## src/rtl/peripheral_msi_data_resize_seq_wb.sv

```systemverilog
// Sequential Wishbone downsizer: splits one wide master access into ascending
// narrow slave accesses (one per byte-lane group with any select set) and reassembles read data.
module peripheral_msi_data_resize_seq_wb #(
  parameter int AW  = 32,
  parameter int MDW = 32,
  parameter int SDW = 8
) (
  input  logic                 wb_clk_i,
  input  logic                 wb_rst_i,
  input  logic [AW-1:0]        wbm_adr_i,
  input  logic [MDW-1:0]       wbm_dat_i,
  input  logic [MDW/8-1:0]     wbm_sel_i,
  input  logic                 wbm_we_i,
  input  logic                 wbm_cyc_i,
  input  logic                 wbm_stb_i,
  input  logic [2:0]           wbm_cti_i,
  input  logic [1:0]           wbm_bte_i,
  output logic [MDW-1:0]       wbm_dat_o,
  output logic                 wbm_ack_o,
  output logic                 wbm_err_o,
  output logic                 wbm_rty_o,
  output logic [AW-1:0]        wbs_adr_o,
  output logic [SDW-1:0]       wbs_dat_o,
  output logic [SDW/8-1:0]     wbs_sel_o,
  output logic                 wbs_we_o,
  output logic                 wbs_cyc_o,
  output logic                 wbs_stb_o,
  output logic [2:0]           wbs_cti_o,
  output logic [1:0]           wbs_bte_o,
  input  logic [SDW-1:0]       wbs_dat_i,
  input  logic                 wbs_ack_i,
  input  logic                 wbs_err_i,
  input  logic                 wbs_rty_i
);
  localparam int R   = MDW / SDW;
  localparam int MSW = MDW / 8;
  localparam int SSW = SDW / 8;
  localparam int SB  = $clog2(SSW);
  localparam int LW  = (R > 1) ? $clog2(R) : 1;

  typedef enum logic [1:0] {IDLE, ACCESS, DONE, FAIL} state_t;

  state_t            state_q, state_d;
  logic [AW-1:0]     adr_q, adr_d;
  logic [MDW-1:0]    dat_q, dat_d;
  logic [MSW-1:0]    sel_q, sel_d;
  logic              we_q, we_d;
  logic [R-1:0]      mask_q, mask_d;
  logic [LW-1:0]     lane_q, lane_d;
  logic [MDW-1:0]    rdat_q, rdat_d;
  logic              ack_q, ack_d, err_q, err_d, rty_q, rty_d;
  logic              s_cyc_q, s_cyc_d, s_we_q, s_we_d;
  logic [AW-1:0]     s_adr_q, s_adr_d;
  logic [SDW-1:0]    s_dat_q, s_dat_d;
  logic [SSW-1:0]    s_sel_q, s_sel_d;

  // cycle/burst type are accepted but every beat is treated as classic
  logic unused_cti_bte;
  assign unused_cti_bte = ^{wbm_cti_i, wbm_bte_i};

  function automatic logic [LW-1:0] first_set(input logic [R-1:0] m);
    first_set = '0;
    for (int i = R - 1; i >= 0; i--)
      if (m[i]) first_set = LW'(i);
  endfunction

  logic [R-1:0] req_mask, rem_mask;
  always_comb begin
    req_mask = '0;
    for (int i = 0; i < R; i++)
      req_mask[i] = |wbm_sel_i[i*SSW +: SSW];
  end

  logic              ld;
  logic [LW-1:0]     ld_lane;
  logic [AW-1:0]     src_adr;
  logic [MDW-1:0]    src_dat;
  logic [MSW-1:0]    src_sel;

  always_comb begin
    state_d  = state_q;
    adr_d    = adr_q;
    dat_d    = dat_q;
    sel_d    = sel_q;
    we_d     = we_q;
    mask_d   = mask_q;
    lane_d   = lane_q;
    rdat_d   = rdat_q;
    ack_d    = 1'b0;
    err_d    = 1'b0;
    rty_d    = 1'b0;
    s_cyc_d  = s_cyc_q;
    s_we_d   = s_we_q;
    s_adr_d  = s_adr_q;
    s_dat_d  = s_dat_q;
    s_sel_d  = s_sel_q;
    ld       = 1'b0;
    ld_lane  = '0;
    src_adr  = adr_q;
    src_dat  = dat_q;
    src_sel  = sel_q;
    rem_mask = mask_q & ~(R'(1) << lane_q);

    case (state_q)
      IDLE: if (wbm_cyc_i && wbm_stb_i) begin
        adr_d  = wbm_adr_i;
        dat_d  = wbm_dat_i;
        sel_d  = wbm_sel_i;
        we_d   = wbm_we_i;
        rdat_d = '0;
        mask_d = req_mask;
        if (req_mask == '0) begin
          ack_d   = 1'b1;
          state_d = DONE;
        end else begin
          // first lane is driven straight from the inputs so strobe rises next cycle
          ld      = 1'b1;
          ld_lane = first_set(req_mask);
          src_adr = wbm_adr_i;
          src_dat = wbm_dat_i;
          src_sel = wbm_sel_i;
          s_we_d  = wbm_we_i;
          state_d = ACCESS;
        end
      end
      ACCESS: begin
        if (!wbm_cyc_i) begin
          s_cyc_d = 1'b0;
          state_d = IDLE;
        end else if (wbs_err_i) begin
          s_cyc_d = 1'b0;
          err_d   = 1'b1;
          state_d = FAIL;
        end else if (wbs_rty_i) begin
          s_cyc_d = 1'b0;
          rty_d   = 1'b1;
          state_d = FAIL;
        end else if (wbs_ack_i) begin
          if (!we_q) rdat_d[lane_q*SDW +: SDW] = wbs_dat_i;
          mask_d = rem_mask;
          if (rem_mask != '0) begin
            ld      = 1'b1;
            ld_lane = first_set(rem_mask);
          end else begin
            s_cyc_d = 1'b0;
            ack_d   = 1'b1;
            state_d = DONE;
          end
        end
      end
      default: state_d = IDLE;
    endcase

    if (ld) begin
      lane_d  = ld_lane;
      s_cyc_d = 1'b1;
      s_adr_d = (src_adr & ~AW'(MSW - 1)) | (AW'(ld_lane) << SB);
      s_sel_d = src_sel[ld_lane*SSW +: SSW];
      s_dat_d = src_dat[ld_lane*SDW +: SDW];
    end
  end

  always_ff @(posedge wb_clk_i) begin
    if (wb_rst_i) begin
      state_q <= IDLE;
      adr_q   <= '0;
      dat_q   <= '0;
      sel_q   <= '0;
      we_q    <= 1'b0;
      mask_q  <= '0;
      lane_q  <= '0;
      rdat_q  <= '0;
      ack_q   <= 1'b0;
      err_q   <= 1'b0;
      rty_q   <= 1'b0;
      s_cyc_q <= 1'b0;
      s_we_q  <= 1'b0;
      s_adr_q <= '0;
      s_dat_q <= '0;
      s_sel_q <= '0;
    end else begin
      state_q <= state_d;
      adr_q   <= adr_d;
      dat_q   <= dat_d;
      sel_q   <= sel_d;
      we_q    <= we_d;
      mask_q  <= mask_d;
      lane_q  <= lane_d;
      rdat_q  <= rdat_d;
      ack_q   <= ack_d;
      err_q   <= err_d;
      rty_q   <= rty_d;
      s_cyc_q <= s_cyc_d;
      s_we_q  <= s_we_d;
      s_adr_q <= s_adr_d;
      s_dat_q <= s_dat_d;
      s_sel_q <= s_sel_d;
    end
  end

  assign wbm_dat_o = rdat_q;
  assign wbm_ack_o = ack_q;
  assign wbm_err_o = err_q;
  assign wbm_rty_o = rty_q;
  assign wbs_adr_o = s_adr_q;
  assign wbs_dat_o = s_dat_q;
  assign wbs_sel_o = s_sel_q;
  assign wbs_we_o  = s_we_q;
  assign wbs_cyc_o = s_cyc_q;
  assign wbs_stb_o = s_cyc_q;
  assign wbs_cti_o = 3'b000;
  assign wbs_bte_o = 2'b00;
endmodule

```

## config.mk

```make
export PLATFORM = sky130hd
export DESIGN_NAME = peripheral_msi_data_resize_seq_wb
export DESIGN_NICKNAME = d
export VERILOG_FILES = /design/src/rtl/peripheral_msi_data_resize_seq_wb.sv
export SDC_FILE = /design/constraint.sdc
export NUM_CORES = 1
export LEC_CHECK = 0
export BUFFER_PORTS_ARGS = -buffer_cell sky130_fd_sc_hd__buf_2
export CORE_ASPECT_RATIO = 1.4
export CORE_UTILIZATION = 52
export DETAILED_ROUTE_END_ITERATION = 10
export PLACE_DENSITY = 0.79
export SYNTH_ARGS = -nofsm -noshare
export SYNTH_HDL_FRONTEND = slang
export SYNTH_SLANG_ARGS = --single-unit
export TNS_END_PERCENT = 1
```

## constraint.sdc

```tcl
create_clock -name wb_clk_i -period 3.18 [get_ports wb_clk_i]
set_clock_uncertainty 0.15 [all_clocks]
set_input_delay 0.159 -clock wb_clk_i [delete_from_list [all_inputs] [get_ports wb_clk_i]]
set_output_delay 0.159 -clock wb_clk_i [all_outputs]
set_load 0.005 [all_outputs]
```

== After elaboration in Yosys (flattened, before gate mapping) ==
Index checks and enable logic that the tools add are counted.

* Flip-flop bits (word level): 155
* Input bits: 89
* Word-level logic and storage cells: 125

* Shift-type cells: 5
* Reductions and logical operators: 14
* Equal/unequal tests: 11
* Muxes and demuxes: 72
* Bitwise gates (word level): 6
* $add $sub $neg: 1

{| class="wikitable"
|+ Operators by type and width
! operator !! number
|-
| 2-to-1 mux 32 bit || 12
|-
| case mux 32 bit (2 select lines) || 1
|-
| 2-to-1 mux 2 bit || 22
|-
| negator 5 -> 34 bit || 1
|-
| variable shift 8 x 34 -> 32 bit (first input constant) || 1
|-
| variable part select 8 x 34 -> 32 bit || 1
|-
| bitwise mux 32 bit || 1
|-
| 2-to-1 mux 4 bit || 8
|-
| OR 32 x 2 -> 32 bit || 1
|-
| variable part select 32 x 6 -> 8 bit || 1
|-
| 2-to-1 mux 1 bit || 23
|-
| inequality test 5 bit (second input constant) || 3
|-
| inequality test 2 bit (second input constant) || 6
|-
| AND reduction 3 bit || 3
|-
| case mux 2 bit (2 select lines) || 2
|-
| case mux 4 bit (2 select lines) || 1
|-
| AND reduction 7 bit || 1
|-
| AND reduction 6 bit || 1
|-
| inequality test 5 x 1 -> 1 bit (second input constant) || 1
|-
| bitwise AND 4 bit || 1
|-
| zero test 4 bit || 1
|-
| NOT 4 bit || 1
|-
| case mux 1 bit (2 select lines) || 2
|-
| nonzero test 2 bit || 2
|-
| 10 further kinds || 12
|}

== Longest topological paths before layout ==
* Word-level depth: 14
* Mapped depth: 9

== Worst setup path after synthesis ==
No wires, ideal clock.

* Path kind: reg-to-reg
* From: register lane_q[0]
* To: register s_dat_q[3] (netlist: wbs_dat_o[3])
* Required time: 2.908 ns
* Slack: 0.700 ns
* Path buffers: 1
* Setup time: 0.122 ns
* Cell stages (with the launch flop): 9
* Arrival time: 2.208 ns
* Path through: dfxtp_1 > inv_1 > ha_1 > nor2b_1 > o21ai_1 > a32oi_4 > buf_6 > mux4_2 > a221o_1

* Cells in the longest elaborated chain, start to end: 14
* Elaborated cells on any way between the ends: 21
* Classes of those cells: shift (2); mux (16); bitwise (2); reduce/logical (1)

{| class="wikitable"
|+ Ends and longest elaborated chain
! element !! line !! text
|-
| from (decl) || 49 || <nowiki>logic [LW-1:0] lane_q, lane_d;</nowiki>
|-
| from (signal assigned) || 188 || <nowiki>lane_q <= lane_d;</nowiki>
|-
| << shifter 1 x 2 -> 4 bit (*) || 102 || <nowiki>rem_mask = mask_q & ~(R'(1) << lane_q);</nowiki>
|-
| NOT 4 bit (*) || 102 ||
|-
| bitwise AND 4 bit (*) || 102 ||
|-
| 2-to-1 mux 2 bit (4 in series) || 64 || <nowiki>if (m[i]) first_set = LW'(i);</nowiki>
|-
| 2-to-1 mux 2 bit || 141 || <nowiki>if (rem_mask != '0) begin</nowiki>
|-
| 2-to-1 mux 2 bit || 138 || <nowiki>end else if (wbs_ack_i) begin</nowiki>
|-
| 2-to-1 mux 2 bit || 134 || <nowiki>end else if (wbs_rty_i) begin</nowiki>
|-
| 2-to-1 mux 2 bit || 130 || <nowiki>end else if (wbs_err_i) begin</nowiki>
|-
| 2-to-1 mux 2 bit || 127 || <nowiki>if (!wbm_cyc_i) begin</nowiki>
|-
| case mux 2 bit (2 select lines) || 104 || <nowiki>case (state_q)</nowiki>
|-
| variable part select 32 x 6 -> 8 bit || 159 || <nowiki>s_dat_d = src_dat[ld_lane*SDW +: SDW];</nowiki>
|-
| to (signal assigned) || 196 || <nowiki>s_dat_q <= s_dat_d;</nowiki>
|-
| to (decl) || 54 || <nowiki>logic [SDW-1:0] s_dat_q, s_dat_d;</nowiki>
|}

Mark *: on every way between the ends. The rest lies on a longest branch, timed or not.
A chain may end at the register's enable or synchronous reset.

==> results by stage <==
Yosys:
- The instance count of the mapped netlist is 761.
- Yosys mapped a number of flops with a built-in enable equal to 0.
- After synthesis the cells add up to 0.00636 sq mm.
- Each instance of the synthesized netlist takes up on average 8.36 sq um.
- Summed over all instances, the cell type with the most area after synthesis is sky130_fd_sc_hd__dfxtp_1.
- The share of flip-flops with an asynchronous set or reset is 0.
- The fraction of post-synthesis cell area in the top cell type by area is 0.475.
- The prevailing post-synth register cell is sky130_fd_sc_hd__dfxtp_1.
- Counting distinct cell types in the post-synthesis netlist gives 54.
- After synthesis, the most frequently instantiated cells are sky130_fd_sc_hd__nand2_1 (226), sky130_fd_sc_hd__dfxtp_1 (151), sky130_fd_sc_hd__a21oi_1 (102).
- By instance count, the leading cell after synthesis is sky130_fd_sc_hd__nand2_1.
- Sorting the synthesized cells by area gives the leading types as sky130_fd_sc_hd__dfxtp_1 (48%), sky130_fd_sc_hd__nand2_1 (13%), sky130_fd_sc_hd__a21oi_1 (8.0%).
- The share of the Yosys chip area taken by registers is 0.475.
- The Yosys step of the flow raised 0 warnings.
- In this run, synthesis produced a sequential element count of 151.

Critical path:
- The worst register-to-register path ends at wbs_dat_o[2].
- For the worst flop-to-flop path, the logic depth is 8.
- The beginning of the worst register-to-register path is wbs_adr_o[1].
- Data on the critical path arrives at its endpoint at 2910 ps.
- For flop-to-flop paths, the worst setup slack is 430 ps.
- The highest net fanout along the worst path is 16.
- The kind of start point of the critical path is a flip-flop.
- The setup path with the least slack is of type flip-flop to flip-flop.
- The critical path endpoint category is a flip-flop.
- Data on the critical path is required at its endpoint by 3330 ps.

Pwr:
- The static leakage power is 3.57 nW.
- IR analysis of the VDD net gives a maximum drop of 0.000336 V.
- The power after layout is 0.00476 W.
- Dividing total power by cell area gives a power density of 550 mW/mm^2.

Clocking:
- The level count of the clock H-tree is 4.
- The maximum clock path buffer count is 2.
- Post-CTS repair changed the size of 0 cells.
- Buffers inserted to repair hold after CTS numbered 79.
- The total clock buffers created by CTS is 17.
- The clock slew seen by the registers of the worst setup and hold paths is 60 ps.
- The clock net in this run drives a total of 151 sinks.
- The clock tree from TritonCTS is built.
- The later pin in the worst-skew pair is clocked with a latency of 410 ps.
- The root buffer cell chosen for the clock tree is sky130_fd_sc_hd__clkbuf_16.
- Once the clock tree was built, the setup fixing pass inserted 0 buffers.

Timing:
- The number of setup violations in the final report is 0.
- The final setup TNS is 0 ps.
- Dividing the final minimum period by the clock period gives 0.865.
- Derived from the worst setup path, the maximum achievable clock frequency is 0.363 GHz.
- The final period demand of the worst path is 2750 ps.
- The relative slew slack is 0.405.
- The final number of max-transition violations is 0.
- Setup repair after global routing left no endpoint under its margin.
- The count of endpoints failing hold in the final timing report is 0.
- The pin slew with the least headroom to its limit is 886 ps.

Die:
- For this configuration, the core starts out at a cell density of 0.535.
- The floorplan die width is 95.5 um.
- Row generation in the floorplan step produced 47 rows.
- The vertical die dimension is 133 um.
- After floorplanning, the core was sized to cover 0.0119 sq mm.
- The area enclosed by the die boundary is 0.0127 sq mm.
- For this design the top-level I/O count stands at 173.

Drt:
- Across all layers, the routed design uses 6300 vias.
- The average routed wire per standard cell is 15.8 um.
- In this run, the number of DRC markers left after iteration 0 of detailed routing was 374.
- After detailed routing, the total wire length is 18000 um.
- After detailed routing, the number of remaining DRC violations is 0.
- The number of antenna-violating nets in the routed design is 0.
- The length of the first detailed-routing pass in iterations is 6.
- The ratio of routed vias to standard cells is 5.54.

Global routing:
- The total congestion overflow after global routing is 0.
- The initial antenna violation count was 1.
- Entering global routing, the biggest net connects 68 pins.
- The number of global-route vias before repair is 5951.
- The first global-routing pass estimated 28500 um of wire.
- For this run, the total global-route usage over all layers was measured as 0.288.

Placed design:
- Detailed placement ended at an HPWL of 10500 um.
- The number of buffer cells added on primary ports is 160.
- Routability-driven placement finished with a final weighted congestion of 0.822.
- The number of placed instances, taps included, is 1026.
- The post-place instance area is 0.00721 sq mm.

Worst hold path:
- The worst min-delay path startpoint is wb_rst_i.
- The path type of the worst min-delay path is input port to flip-flop.
- The worst hold path passes through 2 cells.
- The terminating pin of the worst hold path is dat_q[16].

Outcome:
- The run finished with clean final reports.

Final layout:
- The layout filler cell count is 871.
- In the final design database the tool counted 1071 nets.
- The final design instance area without fill is 0.00865 sq mm.
- Summing all flip-flop and latch instances after layout gives 0.00302 sq mm.
- After the flow finishes, the layout carries non-filler instances totaling 1138.
- The multi-input gate area in the final layout is 0.00308 sq mm.
- The growth of design area from synthesis to finish is 36.0%.
- In the final layout, the share of cells above drive strength 1 is 0.229.

Run:
- The number of max-capacitance violations reported is 0.
==> routing by layer <==
metal  global-route usage  up-vias  share of wire
met5                    0        -              0
met4                0.162        0          0.046
met3               0.0747       66          0.063
met2                0.471      260           0.49
met1                0.337     2907           0.41
li1                     -     3067              -
==> worst max-delay path, cell delays in order, from the launching register on <==
cell and delay (ps):
sky130_fd_sc_hd__dfxtp_1 450, sky130_fd_sc_hd__inv_1 100, sky130_fd_sc_hd__ha_1 260, sky130_fd_sc_hd__nand2b_1 260, sky130_fd_sc_hd__a32oi_4 520, sky130_fd_sc_hd__buf_12 250
sky130_fd_sc_hd__mux2i_1 250, sky130_fd_sc_hd__o22ai_1 140, sky130_fd_sc_hd__a221o_1 270
==> sequential cells by signal (all words and copies together), names as in the netlist <==
signal / cells
adr_q: 30
dat_q: 32
lane_q: 1
mask_q: 4
sel_q: 4
state_q: 2
wbm_ack_o: 1
wbm_dat_o: 32
wbm_err_o: 1
wbm_rty_o: 1
wbs_adr_o: 31
wbs_cyc_o: 1
wbs_dat_o: 8
wbs_sel_o: 1
wbs_we_o: 1
we_q: 1
==> per-stage QoR <==
step	hold WS [ps]	setup WS [ps]	utilization
5_1_grt	68.3	276	0.728
6_report	63.1	428	0.728
2_1_floorplan	88.3	700	-
3_3_place_gp	259	613	0.607
4_1_cts	46.0	430	0.728
3_5_place_dp	265	493	0.607
==> kinds of logic after synthesis <==
logic type	synth area share
flip-flops	0.475
multiplexers	0.0577
AND/OR/NAND/NOR	0.230
adder cells (fa/ha/maj)	0.00984
buffers and inverters	0.0443
other	0.000590
AO/OA/AOI/OAI	0.182
==> how the worst max path moves through the flow <==
stage	start	endpoint	slack, ps	depth (start not counted)
6_report	wbs_adr_o[1]	wbs_dat_o[2]	430	8
3_5_place_dp	wbs_adr_o[1]	wbs_dat_o[4]	490	8
2_1_floorplan	lane_q[0]	wbs_dat_o[3]	700	8
3_3_place_gp	lane_q[0]	wbs_dat_o[4]	610	9
4_1_cts	wbs_adr_o[1]	wbs_dat_o[2]	430	8
5_1_grt	wbs_adr_o[1]	wbs_dat_o[2]	280	8
==> cells in the final DEF (no fill, tap or decap), types with 6 or more instances in the layout <==
cell,count
sky130_fd_sc_hd__a21oi_1,102
sky130_fd_sc_hd__a311oi_1,30
sky130_fd_sc_hd__dlygate4sd3_1,79
sky130_fd_sc_hd__nand3_1,28
sky130_fd_sc_hd__buf_2,159
sky130_fd_sc_hd__mux4_2,8
sky130_fd_sc_hd__a22oi_1,10
sky130_fd_sc_hd__mux2i_1,16
sky130_fd_sc_hd__dfxtp_1,151
sky130_fd_sc_hd__nand2b_1,6
sky130_fd_sc_hd__nand2_1,226
sky130_fd_sc_hd__a221o_1,8
sky130_fd_sc_hd__nor2_1,50
sky130_fd_sc_hd__nor3_1,6
sky130_fd_sc_hd__o22ai_1,8
sky130_fd_sc_hd__buf_4,9
sky130_fd_sc_hd__clkbuf_16,17
==> cell type report <==
type,count,area share
sequential,151,0.350
timing repair buffer,249,0.196
multi-input combinational,553,0.356
antenna,1,0.000289
clock buffer,18,0.0496
clock inverter,14,0.0255
tap,147,0.0213
inverter,5,0.00217
==> report_power, final <==
part / internal, W / switching [W]
logic: 0.000238 / 0.000298
registers: 0.00197 / 0.0000413
clock network: 0.00140 / 0.000811
(Power assumes the default switching activity.)
